==> config.mk <==
export PLATFORM = sky130hd
export DESIGN_NAME = instr_fetch_decode
export DESIGN_NICKNAME = d
export VERILOG_FILES = /design/src/rtl/instr_fetch_decode.sv
export SDC_FILE = /design/constraint.sdc
export NUM_CORES = 1
export LEC_CHECK = 0
export CORE_MARGIN = 2
export CORE_UTILIZATION = 35
export CTS_CLUSTER_DIAMETER = 150
export DETAILED_ROUTE_END_ITERATION = 16
export PLACE_DENSITY = 0.71
export SYNTH_ARGS = -nofsm -noshare
export SYNTH_HDL_FRONTEND = slang
export SYNTH_SLANG_ARGS = --single-unit
export TNS_END_PERCENT = 20
==> constraint.sdc <==
create_clock -name CLK -period 2.2 [get_ports CLK]
set_input_delay 0.44 -clock CLK [delete_from_list [all_inputs] [get_ports CLK]]
set_output_delay 0.44 -clock CLK [all_outputs]
set_load 0.02 [all_outputs]
==> src/rtl/instr_fetch_decode.sv <==
// Instruction fetch/decode front end: fetches 9-bit instructions from ROM, decodes them and
// issues them to the register file with a Stall handshake, branch redirect and halt.
module instr_fetch_decode #(
    parameter int unsigned numReg    = 2,
    parameter int unsigned dataSize  = 8,
    parameter int unsigned instrSize = 9,
    parameter int unsigned pcSize    = 8
) (
    input  logic                 CLK,
    input  logic                 RST_N,
    input  logic                 Start,
    input  logic [pcSize-1:0]    StartAddr,
    output logic                 InstrReq,
    output logic [pcSize-1:0]    InstrAddr,
    input  logic [instrSize-1:0] InstrData,
    input  logic                 InstrValid,
    input  logic                 Stall,
    input  logic                 BranchTaken,
    input  logic [pcSize-1:0]    BranchTarget,
    output logic                 IssueValid,
    output logic [numReg-1:0]    srcA,
    output logic [numReg-1:0]    srcB,
    output logic [numReg-1:0]    WriteReg,
    output logic                 RegWriteCtrl,
    output logic                 LoadImm,
    output logic [dataSize-1:0]  ImmData,
    output logic [2:0]           AluOp,
    output logic                 Done
);

    localparam int unsigned IMM_W = 4;
    localparam logic [2:0] OP_MISC = 3'b110;
    localparam logic [2:0] OP_LI   = 3'b111;
    localparam logic [1:0] FN_HALT = 2'b11;

    typedef enum logic [1:0] {
        S_IDLE  = 2'd0,
        S_FETCH = 2'd1,
        S_ISSUE = 2'd2,
        S_HALT  = 2'd3
    } state_t;

    state_t              r_state;
    state_t              w_state_nxt;
    logic [pcSize-1:0]   r_pc;
    logic [numReg-1:0]   r_src_a;
    logic [numReg-1:0]   r_src_b;
    logic [2:0]          r_alu_op;
    logic [IMM_W-1:0]    r_imm;
    logic                r_wr_en;
    logic                r_is_li;
    logic                r_halt;

    logic                w_start_ok;
    logic                w_latch;
    logic                w_accept;
    logic [2:0]          w_op;
    logic [1:0]          w_funct;

    assign w_start_ok = Start & ((r_state == S_IDLE) | (r_state == S_HALT));
    assign w_latch    = InstrValid & (r_state == S_FETCH);
    assign w_accept   = (r_state == S_ISSUE) & ~Stall;
    assign w_op       = InstrData[8:6];
    assign w_funct    = InstrData[1:0];

    // State register
    always_ff @(posedge CLK or negedge RST_N) begin
        if (!RST_N) begin
            r_state <= S_IDLE;
        end else begin
            r_state <= w_state_nxt;
        end
    end

    // Next-state logic
    always_comb begin
        w_state_nxt = r_state;
        case (r_state)
            S_IDLE:  if (Start)      w_state_nxt = S_FETCH;
            S_FETCH: if (InstrValid) w_state_nxt = S_ISSUE;
            S_ISSUE: if (!Stall)     w_state_nxt = r_halt ? S_HALT : S_FETCH;
            S_HALT:  if (Start)      w_state_nxt = S_FETCH;
            default:                 w_state_nxt = S_IDLE;
        endcase
    end

    // Program counter: load on start, advance or redirect on accepted issue, hold on halt
    always_ff @(posedge CLK or negedge RST_N) begin
        if (!RST_N) begin
            r_pc <= '0;
        end else if (w_start_ok) begin
            r_pc <= StartAddr;
        end else if (w_accept && !r_halt) begin
            r_pc <= BranchTaken ? BranchTarget : r_pc + pcSize'(1);
        end
    end

    // Decoded fields captured with the fetched word; held until the next fetch
    always_ff @(posedge CLK or negedge RST_N) begin
        if (!RST_N) begin
            r_src_a  <= '0;
            r_src_b  <= '0;
            r_alu_op <= '0;
            r_imm    <= '0;
            r_wr_en  <= 1'b0;
            r_is_li  <= 1'b0;
            r_halt   <= 1'b0;
        end else if (w_latch) begin
            r_src_a  <= numReg'(InstrData[5:4]);
            r_src_b  <= numReg'(InstrData[3:2]);
            r_alu_op <= w_op;
            r_imm    <= InstrData[3:0];
            r_wr_en  <= (w_op != OP_MISC);
            r_is_li  <= (w_op == OP_LI);
            r_halt   <= (w_op == OP_MISC) && (w_funct == FN_HALT);
        end
    end

    assign InstrReq     = (r_state == S_FETCH);
    assign InstrAddr    = r_pc;
    assign IssueValid   = (r_state == S_ISSUE);
    assign srcA         = r_src_a;
    assign srcB         = r_src_b;
    assign WriteReg     = r_src_a;
    assign AluOp        = r_alu_op;
    assign ImmData      = {{(dataSize-IMM_W){1'b0}}, r_imm};
    // Write strobes gated by Stall so each instruction writes exactly once
    assign RegWriteCtrl = w_accept & r_wr_en;
    assign LoadImm      = w_accept & r_wr_en & r_is_li;
    assign Done         = (r_state == S_HALT);

endmodule
# == Word level (Yosys, flattened, before mapping) ==
# Index checks and enable logic that the tools add are counted.
# op_classes
reduce_logical,7
n_eq_ne,10
bitwise_logic,7
mux,8
add_sub_neg,1
# op_table
cell,count
two-way mux 8 bit,3
adder 8 x 1 -> 8 bit (second input constant),1
two-way mux 2 bit,4
== test 2 bit (second input constant),3
== test 3 bit (second input constant),2
case mux 2 bit (3 select lines),1
AND 1 bit,5
!= test 2 x 1 -> 1 bit (second input constant),2
!= test 3 bit (second input constant),1
AND reduction 3 bit,1
== test 2 x 1 -> 1 bit (second input constant),1
logical AND 1 bit,2
zero test 2 bit,1
!= test 2 bit (second input constant),1
nonzero test 2 bit,1
OR reduction 2 bit,1
zero test 1 bit,1
inverter 1 bit,1
OR 1 bit,1
# word_totals
register_bits,24
out_inout_bits,30

# == Logic depth before layout (Yosys ltp) ==
# Gate-level depths: netlist of run 1.
# depth
word_depth,5
mapped_depth,7
depth_no_buf,6

# == Least setup slack after synthesis of run 1 ==
# OpenSTA, ideal clock, no wires.
# synth_path
path_kind,register to register
start,reg r_state[0]
end,"reg r_pc[5], in the netlist InstrAddr[5]"
path_stages_with_launch,8
arrival_ns,1.665
slack_ns,0.414
n_path_buf,1
cell_sequence,dfrtp_1 -> inv_1 -> ha_1 -> or3b_1 -> buf_6 -> a21oi_1 -> nor2_1 -> a41o_1
# synth_between
elab_chain_len,4
# synth_lines
element,line,text
from (decl),43,state_t r_state;
from (signal assigned),71,r_state <= w_state_nxt;
== test 2 bit,--,
net IssueValid,20,"output logic IssueValid,"
AND 1 bit,62,assign w_accept = (r_state == S_ISSUE) & ~Stall;
logical AND 1 bit,93,end else if (w_accept && !r_halt) begin
nonzero test 2 bit (no source line),--,
to (signal assigned),92,r_pc <= StartAddr;
to (signal assigned),94,r_pc <= BranchTaken ? BranchTarget : r_pc + pcSize'(1);
to (decl),45,logic [pcSize-1:0] r_pc;
# The timed path passes the listed nets, and every way through them passes these cells.
# A chain may end at the register's enable or synchronous reset.

# == Final worst setup path of run 1 ==
# layout_path
start,reg r_state[0]
end,out LoadImm
# layout_between
elab_chain_len,4
# layout_lines
element,line,text
== test 2 bit,62,
AND 1 bit,62,
AND 1 bit (2 in a row),129,assign LoadImm = w_accept & r_wr_en & r_is_li;
to (decl),25,"output logic LoadImm,"
# No other way between the ends.

==> flow_summary_export.csv, run 1 <==
group,metric,value,unit
run_status,status,"finished, final reports clean",
yosys,netlist_top_cells_count,"22 x dfrtp_1, 15 x nor2_1, 13 x o21ai_0",
placed_design,post-dp-hpwl,2371,um
placed_design,port_buffers,56,
global_route,grt_max_degree,23,
final_layout,fin_util,55.16,%
setup_path,required,1760,ps
routing,vias,1179,
clocking,cts_tree,"built",
routing,drc,0,
yosys,synth_top_cell_by_area,"dfrtp_1",
sta,report.final.slew_viol_count,0,
routing,wl,3121,um
clocking,clk_pin_slew,120,ps
yosys,synth-seq-cells,22,
placed_design,dp_cells,232,
clocking,cts_hold_buf,0,
yosys,synth_most_common_cell,"dfrtp_1",
sta,hold_viol,0,
setup_path,worstPathArrival,1660,ps
final_layout,area_growth,48.23,%
setup_path,cp-start-kind,"register",
yosys,synth_edf_count,0,
yosys,async_flop_share,100.0,%
hold_path,hp-class,"in2async",
sta,worst_pin_slew,538.4,ps
floorplan,start_util,37.22,%
clocking,cts_buffer_depth,2,
clocking,htreeDepth,1,
floorplan,ios,61,
routing,wl_met2,1460,um
yosys,avgSynthCellArea,9.416,um2
job,drv_cap,0,
routing,ant_nets,0,
yosys,yosys-top-cells-area,"dfrtp_1 43%, mux2_2 8.0%, o21ai_0 5.1%, buf_4 4.7%, nor2_1 4.4%",
sta,timing.slew.headroom,64.02,%
final_layout,stdcell_count,236,
sta,post-route-min-period,2097,ps
global_route,grt_pass1_wl,5078,um
sta,clock_skew,1.849,ps
routing,avgRoutedWirePerCell,13.22,um
global_route,track_usage,15.22,%
power,pwr_density_cell,1326,mW/mm2
final_layout,diodes,0,
setup_path,critPathMaxFanout,4,
sta,setup_viol,0,
global_route,antenna_found_initial,0,
sta,fin_crit_sh,95.34,%
clocking,cts-buffers-inserted,3,
floorplan,die_w,64.27,um
setup_path,end_kind,"output port",
floorplan,core,0.003416,mm2
yosys,ys_seq_area_share,43.31,%
yosys,syn_area,0.001271,mm2
routing,dr_wl_met3,358,um
final_layout,drive_above_1_share,10.53,%
floorplan,die_h,64.27,um
setup_path,r2r_cells,7,
yosys,yosysWarnings,0,
routing,dr.max_layer_used,"met3",
sta,rsz0062_at_grt,"no",
floorplan,die_area,0.004130,mm2
setup_path,path_class,"reg2out",
power,vdd_drop_max,0.0007675,V
sta,fmax,476.8,MHz
final_layout,fill_cells,340,
routing,wl_met1,1302,um
global_route,grt_pass1_vias,1158,
yosys,synthDistinctLibCells,34,
final_layout,nets,226,
routing,dr.first_iter.drc_count,77,
routing,viasPerCell,4.996,
yosys,synth_ff_type,"dfrtp_1",
floorplan,num_rows,21,
power,p_leak,0.8359,nW
clocking,clkLatencyLatePin,300,ps
yosys,syn_inst,135,
placed_design,place_congestion,0.8794,
routing,first_pass_iters,4,
global_route,grt_overflow,0,
clocking,cts_root_buf,"clkbuf_4",
yosys,yosysTopAreaCellShare,43.31,%
clocking,cts.sinks,22,
## state kept, by name, indices dropped and copies added, names as in the netlist
| name | flops |
|---|---|
| srcB | 2 |
| r_state | 2 |
| r_imm | 2 |
| r_halt | 1 |
| InstrAddr | 8 |
| r_is_li | 1 |
| WriteReg | 2 |
| AluOp | 3 |
| r_wr_en | 1 |
## cell usage in the layout, fill, tap and decap left out, types with 3 or more instances in the layout
cell,count
a21oi_1,11
and3_1,3
buf_4,4
clkbuf_4,3
clkdlybuf4s50_1,53
conb_1,4
dfrtp_1,22
ha_1,4
inv_1,8
mux2_2,9
nand2_1,10
nor2_1,15
o21ai_0,13
## routing by layer
layer | vias to the layer above | global-route usage (%)
met5 | - | 0
met4 | 0 | 3.191
met3 | 0 | 4.225
met2 | 60 | 26.43
met1 | 544 | 18.81
li1 | 575 | -
## power by group
group,internal [mW],switching (mW)
Combinational,0.748,0.739
Sequential,0.603,0.189
Clock,0.101,0.119
Total,1.45,1.05
## critical path, stage by stage, from the launching register on
cell	delay, ps
dfrtp_1	420
inv_1	70
ha_1	220
and3b_2	200
and2_1	150
dlygate4sd2_1	310
## what timing repair did
action	4_1_cts	5_1_grt
endpoints found under the setup margin	2	1
endpoints found under the hold margin	0	0
resized for setup	2	1
buffers inserted	0	0
## cells by family after synthesis
family | share of synthesized area, %
simple gates | 16.34
buf+inv | 8.858
fa+ha+maj | 3.937
xor+xnor | 1.378
flops | 43.31
other cells | 0.2950
compound gates | 16.34
mux | 9.548
## through the flow
| step | instance area (um2) | power, mW | hold slack, ps | setup slack [ps] | TNS [ps] |
|---|---|---|---|---|---|
| after detailed placement | 1848 | 2.294 | 481.3 | -44.01 | -44.01 |
| after global routing | 1884 | 2.688 | 488.3 | 3.666 | 0 |
| after CTS | 1882 | 2.531 | 477.9 | 2.342 | 0 |
| after global placement | 1848 | 2.249 | 468.8 | -40.51 | -40.51 |
| final | 1884 | 2.498 | 478.5 | 102.6 | 0 |
| after floorplan | 1282 | 1.687 | 144.4 | 414.5 | 0 |
## worst paths after layout
path / startpoint / to / slack, ps
max: r_state[0] / LoadImm / 100
min: RST_N / InstrAddr[0] / 480
max reg2reg: r_state[0] / InstrAddr[5] / 350
min reg2reg: AluOp[0] / AluOp[0] / 520
max in group asynchronous: RST_N / InstrAddr[6] / 1500
min in group CLK: AluOp[0] / AluOp[0] / 520
## layout make-up
cell class	instances	area (um2)	share of cell area, %
clock buffer	4	36.28	1.926
timing repair buffer	60	590.6	31.34
tap	46	57.56	3.054
sequential	22	550.5	29.22
inverter	8	30.03	1.594
multi-input combinational	96	619.3	32.87
Power figures use the tool's default switching activity.
==> run 2: changes to the inputs <==
==> constraint.sdc (replaced) <==
create_clock -name CLK -period 2.2 [get_ports CLK]
set_input_delay 0.44 -clock CLK [delete_from_list [all_inputs] [get_ports CLK]]
set_output_delay 0.44 -clock CLK [all_outputs]
set_load 0.01 [all_outputs]
==> flow_summary_export.csv, run 2 (same netlist as run 1, synthesis figures left out) <==
group,metric,value,unit
run_status,status,"finished, final reports clean",
clocking,cts.sinks,22,
sta,fin_crit_sh,94.98,%
power,power_frac_seq,33.8,%
routing,vias,1169,
clocking,cts_buffer_depth,2,
sta,timing.slew.headroom,64.66,%
final_layout,area_growth,49.51,%
global_route,grt_max_degree,23,
routing,wl,3135,um
power,power_frac_comb,56.4,%
sta,hold_viol,0,
power,p_leak,0.8426,nW
sta,setup_viol,0,
global_route,track_usage,16.42,%
placed_design,post-dp-hpwl,2379,um
final_layout,stdcell_count,238,
sta,report.final.slew_viol_count,0,
setup_path,cp-start-kind,"register",
final_layout,final_area,0.001901,mm2
routing,drc,0,
global_route,antenna_found_initial,0,
final_layout,diodes,0,
power,swShare,37.33,%
placed_design,port_buffers,56,
setup_path,required,1760,ps
floorplan,die_w,64.27,um
hold_path,hp-class,"in2async",
setup_path,path_class,"reg2out",
routing,viasPerCell,4.912,
power,vdd_drop_max,0.0006793,V
sta,worst_pin_slew,528.8,ps
setup_path,end_kind,"output port",
placed_design,dp_cells,233,
global_route,grt_overflow,0,
floorplan,ios,61,
global_route,grt_pass1_vias,1168,
sta,fmax,478.6,MHz
floorplan,die_h,64.27,um
clocking,cts-buffers-inserted,3,
clocking,clk_pin_slew,130,ps
final_layout,drive_above_1_share,11.46,%
floorplan,num_rows,21,
routing,avgRoutedWirePerCell,13.17,um
power,p_sw,0.8718,mW
sta,clock_skew,7.479,ps
routing,dr.first_iter.drc_count,35,
clocking,clkLatencyLatePin,320,ps
final_layout,mostFrequentLayoutCell,"clkdlybuf4s50_1",
sta,finalSetupTns,0,ps
placed_design,place_congestion,0.8464,
sta,post-route-min-period,2090,ps
power,pwr_density_cell,1229,mW/mm2
clocking,htreeDepth,1,
final_layout,layout_common_cells,"54 x clkdlybuf4s50_1, 22 x dfrtp_1, 15 x nor2_1",
sta,whs,456.5,ps
routing,first_pass_iters,4,
setup_path,worstPathArrival,1650,ps
floorplan,core,0.003416,mm2
setup_path,critPathMaxFanout,6,
final_layout,fill_cells,319,
final_layout,largest_reg_flops,8,
clocking,cts_tree,"built",
floorplan,die_area,0.004130,mm2
floorplan,start_util,37.22,%
clocking,cts_root_buf,"clkbuf_4",
power,p_int,1.463,mW
placed_design,postPlaceCellArea,0.001856,mm2
sta,rsz0062_at_grt,"no",
final_layout,fin_util,55.64,%
final_layout,nets,228,
routing,ant_nets,0,
job,drv_cap,0,
power,pwr-share-clk,9.9,%
global_route,grt_pass1_wl,5361,um
==> run 2: changes by cell type in the layout (fill, tap and decap cells not counted) <==
cell / change
buf_4: +2
clkdlybuf4s50_1: +1
dlygate4sd2_1: -1
==> run 2: worst paths after layout <==
check | from | end | slack, ps | cells after the start
worst max register to register | r_state[0] | InstrAddr[5] | 380 | 7
max in group asynchronous | RST_N | srcB[1] | 1520 | 2
worst min register to register | r_wr_en | r_wr_en | 510 | 2
worst max-delay path | r_state[0] | IssueValid | 110 | 4
worst min-delay path | RST_N | InstrAddr[2] | 460 | 2
min in group CLK | r_wr_en | r_wr_en | 510 | 2
==> run 2: repair_timing <==
action	CTS	global route
setup endpoints to repair	2	1
cloned	0	0
setup buffers	1	0
hold buffers	0	0
resized for setup	1	1
==> run 2: critical path: stages, from the launching register on <==
cell and delay [ps]:
dfrtp_1 410, inv_1 60, ha_1 180, buf_4 150, clkdlybuf4s50_1 530
==> run 2: metal layers <==
layer	up-vias	part of all wire, %	track usage, %	wire, um
li1	576	-	-	-
met4	0	1.1	3.723	33
met2	57	47	27.47	1483
met1	531	42	20.53	1311
met5	-	0	0	0
met3	5	9.8	5.458	307
==> run 2: layout make-up <==
class,instances,area (um2),area share (%)
well taps,46,57.56,3.028
multi-input cells,96,619.3,32.59
flip-flops and latches,22,550.5,28.97
inverters,8,30.03,1.580
repair buffers,62,606.8,31.93
clock buffers,4,36.28,1.909
==> run 2: metrics by stage <==
step	setup slack [ps]	power [mW]
after floorplan	491.2	1.507
after global placement	24.94	2.071
after detailed placement	16.26	2.107
after CTS	49.54	2.358
after global routing	22.88	2.532
final	110.4	2.335
==> run 2: power groups by stage <==
stage,registers (mW),logic (mW),clock network [mW]
4_1_cts,0.786,1.33,0.238
3_5_place_dp,0.796,1.31,0
2_1_floorplan,0.833,0.674,0
5_1_grt,0.823,1.46,0.254
6_report,0.788,1.32,0.231
3_3_place_gp,0.779,1.29,0
==> run 3: changes to the inputs <==
ABC_AREA = 1   (was unset)
PLACE_DENSITY = 0.69   (was 0.71)
==> flow_summary_export.csv, run 3 <==
group,metric,value,unit
yosys,yosys-top-cells-area,"dfrtp_1 41%, nand2_1 20%, inv_1 6.1%, buf_4 4.5%, nand3_1 4.1%",
yosys,ys_seq_area_share,40.82,%
sta,postLayoutSetupSlackWorst,188.9,ps
yosys,synth-seq-cells,22,
clocking,cts_buffer_depth,2,
power,p_sw,1.046,mW
setup_path,cp_num_cells,4,
final_layout,stdcell_count,293,
yosys,yosysTopAreaCellShare,40.82,%
clocking,cts_tree,"built",
yosys,netlist_top_cells_count,"73 x nand2_1, 22 x dfrtp_1, 22 x inv_1",
clocking,clkLatencyLatePin,260,ps
sta,hold_viol,0,
final_layout,largest_reg_flops,8,
hold_path,holdPathStages,2,
power,vdd_drop_max,0.0004958,V
final_layout,mostFrequentLayoutCell,"nand2_1",
sta,clock_skew,5.031,ps
global_route,track_usage,16.13,%
sta,whs,485.5,ps
power,power_frac_comb,57.1,%
sta,post-route-min-period,2011,ps
routing,first_pass_iters,4,
yosys,synth_edf_count,0,
clocking,cts.sinks,22,
clocking,htreeDepth,1,
global_route,antenna_found_initial,0,
power,power_frac_seq,31.3,%
floorplan,die_h,66.08,um
job,drv_cap,0,
setup_path,critPathBufInv,3,
routing,dr.first_iter.drc_count,51,
power,p_int,1.461,mW
routing,drc,0,
final_layout,fin_util,53.53,%
yosys,syn_area,0.001349,mm2
routing,vias,1304,
placed_design,port_buffers,56,
yosys,async_flop_share,100.0,%
run_status,status,"finished, final reports clean",
yosys,syn_inst,191,
global_route,grt_pass1_vias,1183,
routing,avgRoutedWirePerCell,11.26,um
setup_path,cp-start-kind,"register",
power,swShare,41.71,%
yosys,synth_ff_type,"dfrtp_1",
final_layout,layout_common_cells,"73 x nand2_1, 54 x clkdlybuf4s50_1, 22 x dfrtp_1, 22 x inv_1, 13 x nor2_1",
setup_path,end_kind,"output port",
final_layout,area_growth,46.38,%
yosys,synth_most_common_cell,"nand2_1",
placed_design,dp_cells,289,
sta,rsz0062_at_grt,"no",
setup_path,critical_path.slowest_cell,"clkdlybuf4s50_1",
sta,setup_viol,0,
power,pwr_density_cell,1270,mW/mm2
global_route,gr-usage-met1,22.81,%
floorplan,ios,61,
global_route,grtUsageMet2,26.50,%
setup_path,cpPeakStageDelay,530,ps
setup_path,critPathMaxFanout,4,
global_route,grt_pass1_wl,5499,um
hold_path,hp-class,"reg2reg",
sta,fmax,497.3,MHz
clocking,cts-buffers-inserted,3,
floorplan,num_rows,22,
global_route,grtUsageMet3,2.044,%
final_layout,drive_above_1_share,7.347,%
sta,fin_crit_sh,91.41,%
clocking,cts_root_buf,"clkbuf_8",
setup_path,path_class,"reg2out",
placed_design,post-dp-hpwl,2594,um
floorplan,die_w,66.08,um
floorplan,start_util,36.57,%
setup_path,worstPathArrival,1570,ps
clocking,cts_setup_buffers,0,
clocking,clk_pin_slew,80,ps
yosys,avgSynthCellArea,7.062,um2
placed_design,dp_slack,-3.652,ps
yosys,synth_top_cell_by_area,"dfrtp_1",
global_route,grt_max_degree,23,
setup_path,required,1760,ps
power,p_leak,0.9908,nW
sta,report.final.slew_viol_count,0,
global_route,grt_overflow,0,
global_route,grt.busiest_layer,"met2",
setup_path,r2r_cells,8,
final_layout,nets,281,
setup_path,path_cells,"inv_1, ha_1, buf_4, clkdlybuf4s50_1",
final_layout,diodes,0,
routing,wl,3299,um
floorplan,die_area,0.004367,mm2
power,pwr-share-clk,11.6,%
placed_design,place_congestion,0.7906,
floorplan,core,0.003689,mm2
routing,ant_nets,0,
yosys,yosysWarnings,0,
setup_path,crit_family,"buffers and inverters",
routing,viasPerCell,4.451,
yosys,synthDistinctLibCells,26,
[run 3: changes by cell type after synthesis, moves of 3 or more]
| cell | change |
|---|---|
| mux2_2 | -9 |
| nand3_1 | +9 |
| o21ai_0 | -3 |
| a21oi_1 | -9 |
| and3_1 | -3 |
| nand2_1 | +63 |
| nand2_2 | +3 |
| inv_1 | +14 |
| nor2_2 | +4 |
[run 3: timing repair]
item | CTS | global route
pin swaps | 0 | 0
hold buffers | 0 | 0
endpoints found under the setup margin | 1 | 1
resized for setup | 1 | 1
[run 3: worst register-to-register path, stage by stage (launching register included)]
cell     delay, ps
dfrtp_1        380
inv_1           60
ha_1           330
nand2_2        250
nand2_2        150
inv_2          200
nor2_1          60
o21ai_0         70
nand2_1         70
[run 3: cells by family after synthesis]
logic type               synth area share [%]
AO/OA/AOI/OAI                           7.978
AND/OR/NAND/NOR                         33.58
other                                  0.2780
adder cells (fa/ha/maj)                 3.711
XOR/XNOR                               0.6495
buffers and inverters                   12.99
flip-flops                              40.82
[run 3: path summary, 6_finish.rpt]
check / startpoint / slack, ps / to
max in group asynchronous: RST_N / 1450 / r_state[0]
min reg2reg: AluOp[2] / 490 / AluOp[2]
max: r_state[0] / 190 / IssueValid
max reg2reg: r_state[0] / 550 / InstrAddr[4]
min: AluOp[2] / 490 / AluOp[2]
min in group asynchronous: RST_N / 520 / InstrAddr[2]
[run 3: layout make-up]
type | count | area (um2)
tap | 48 | 60.06
sequential | 22 | 550.5
clock buffer | 4 | 55.05
timing repair buffer | 59 | 584.3
fill | 372 | 1714
multi-input combinational | 136 | 634.4
inverter | 24 | 90.09
[run 3: through the flow]
step                total power [mW]  setup TNS (ps)  cell area (um2)
floorplan                      1.640               0             1360
global placement               2.206               0             1918
detailed placement             2.244          -3.652             1918
CTS                            2.537               0             1972
global route                   2.749               0             1974
finish                         2.507               0             1974
[run 3: metal layers]
layer	part of all wire, %	wire length (um)
met5	0	0
met4	0.82	27
met1	47	1544
met3	2.4	78
met2	50	1649
[run 3: power groups by stage]
stage	combinational, mW	sequential [mW]	clock, mW
final	1.43	0.784	0.290
after global routing	1.61	0.814	0.326
after CTS	1.46	0.785	0.297
after detailed placement	1.45	0.793	0
after global placement	1.42	0.785	0
after floorplan	0.810	0.830	0
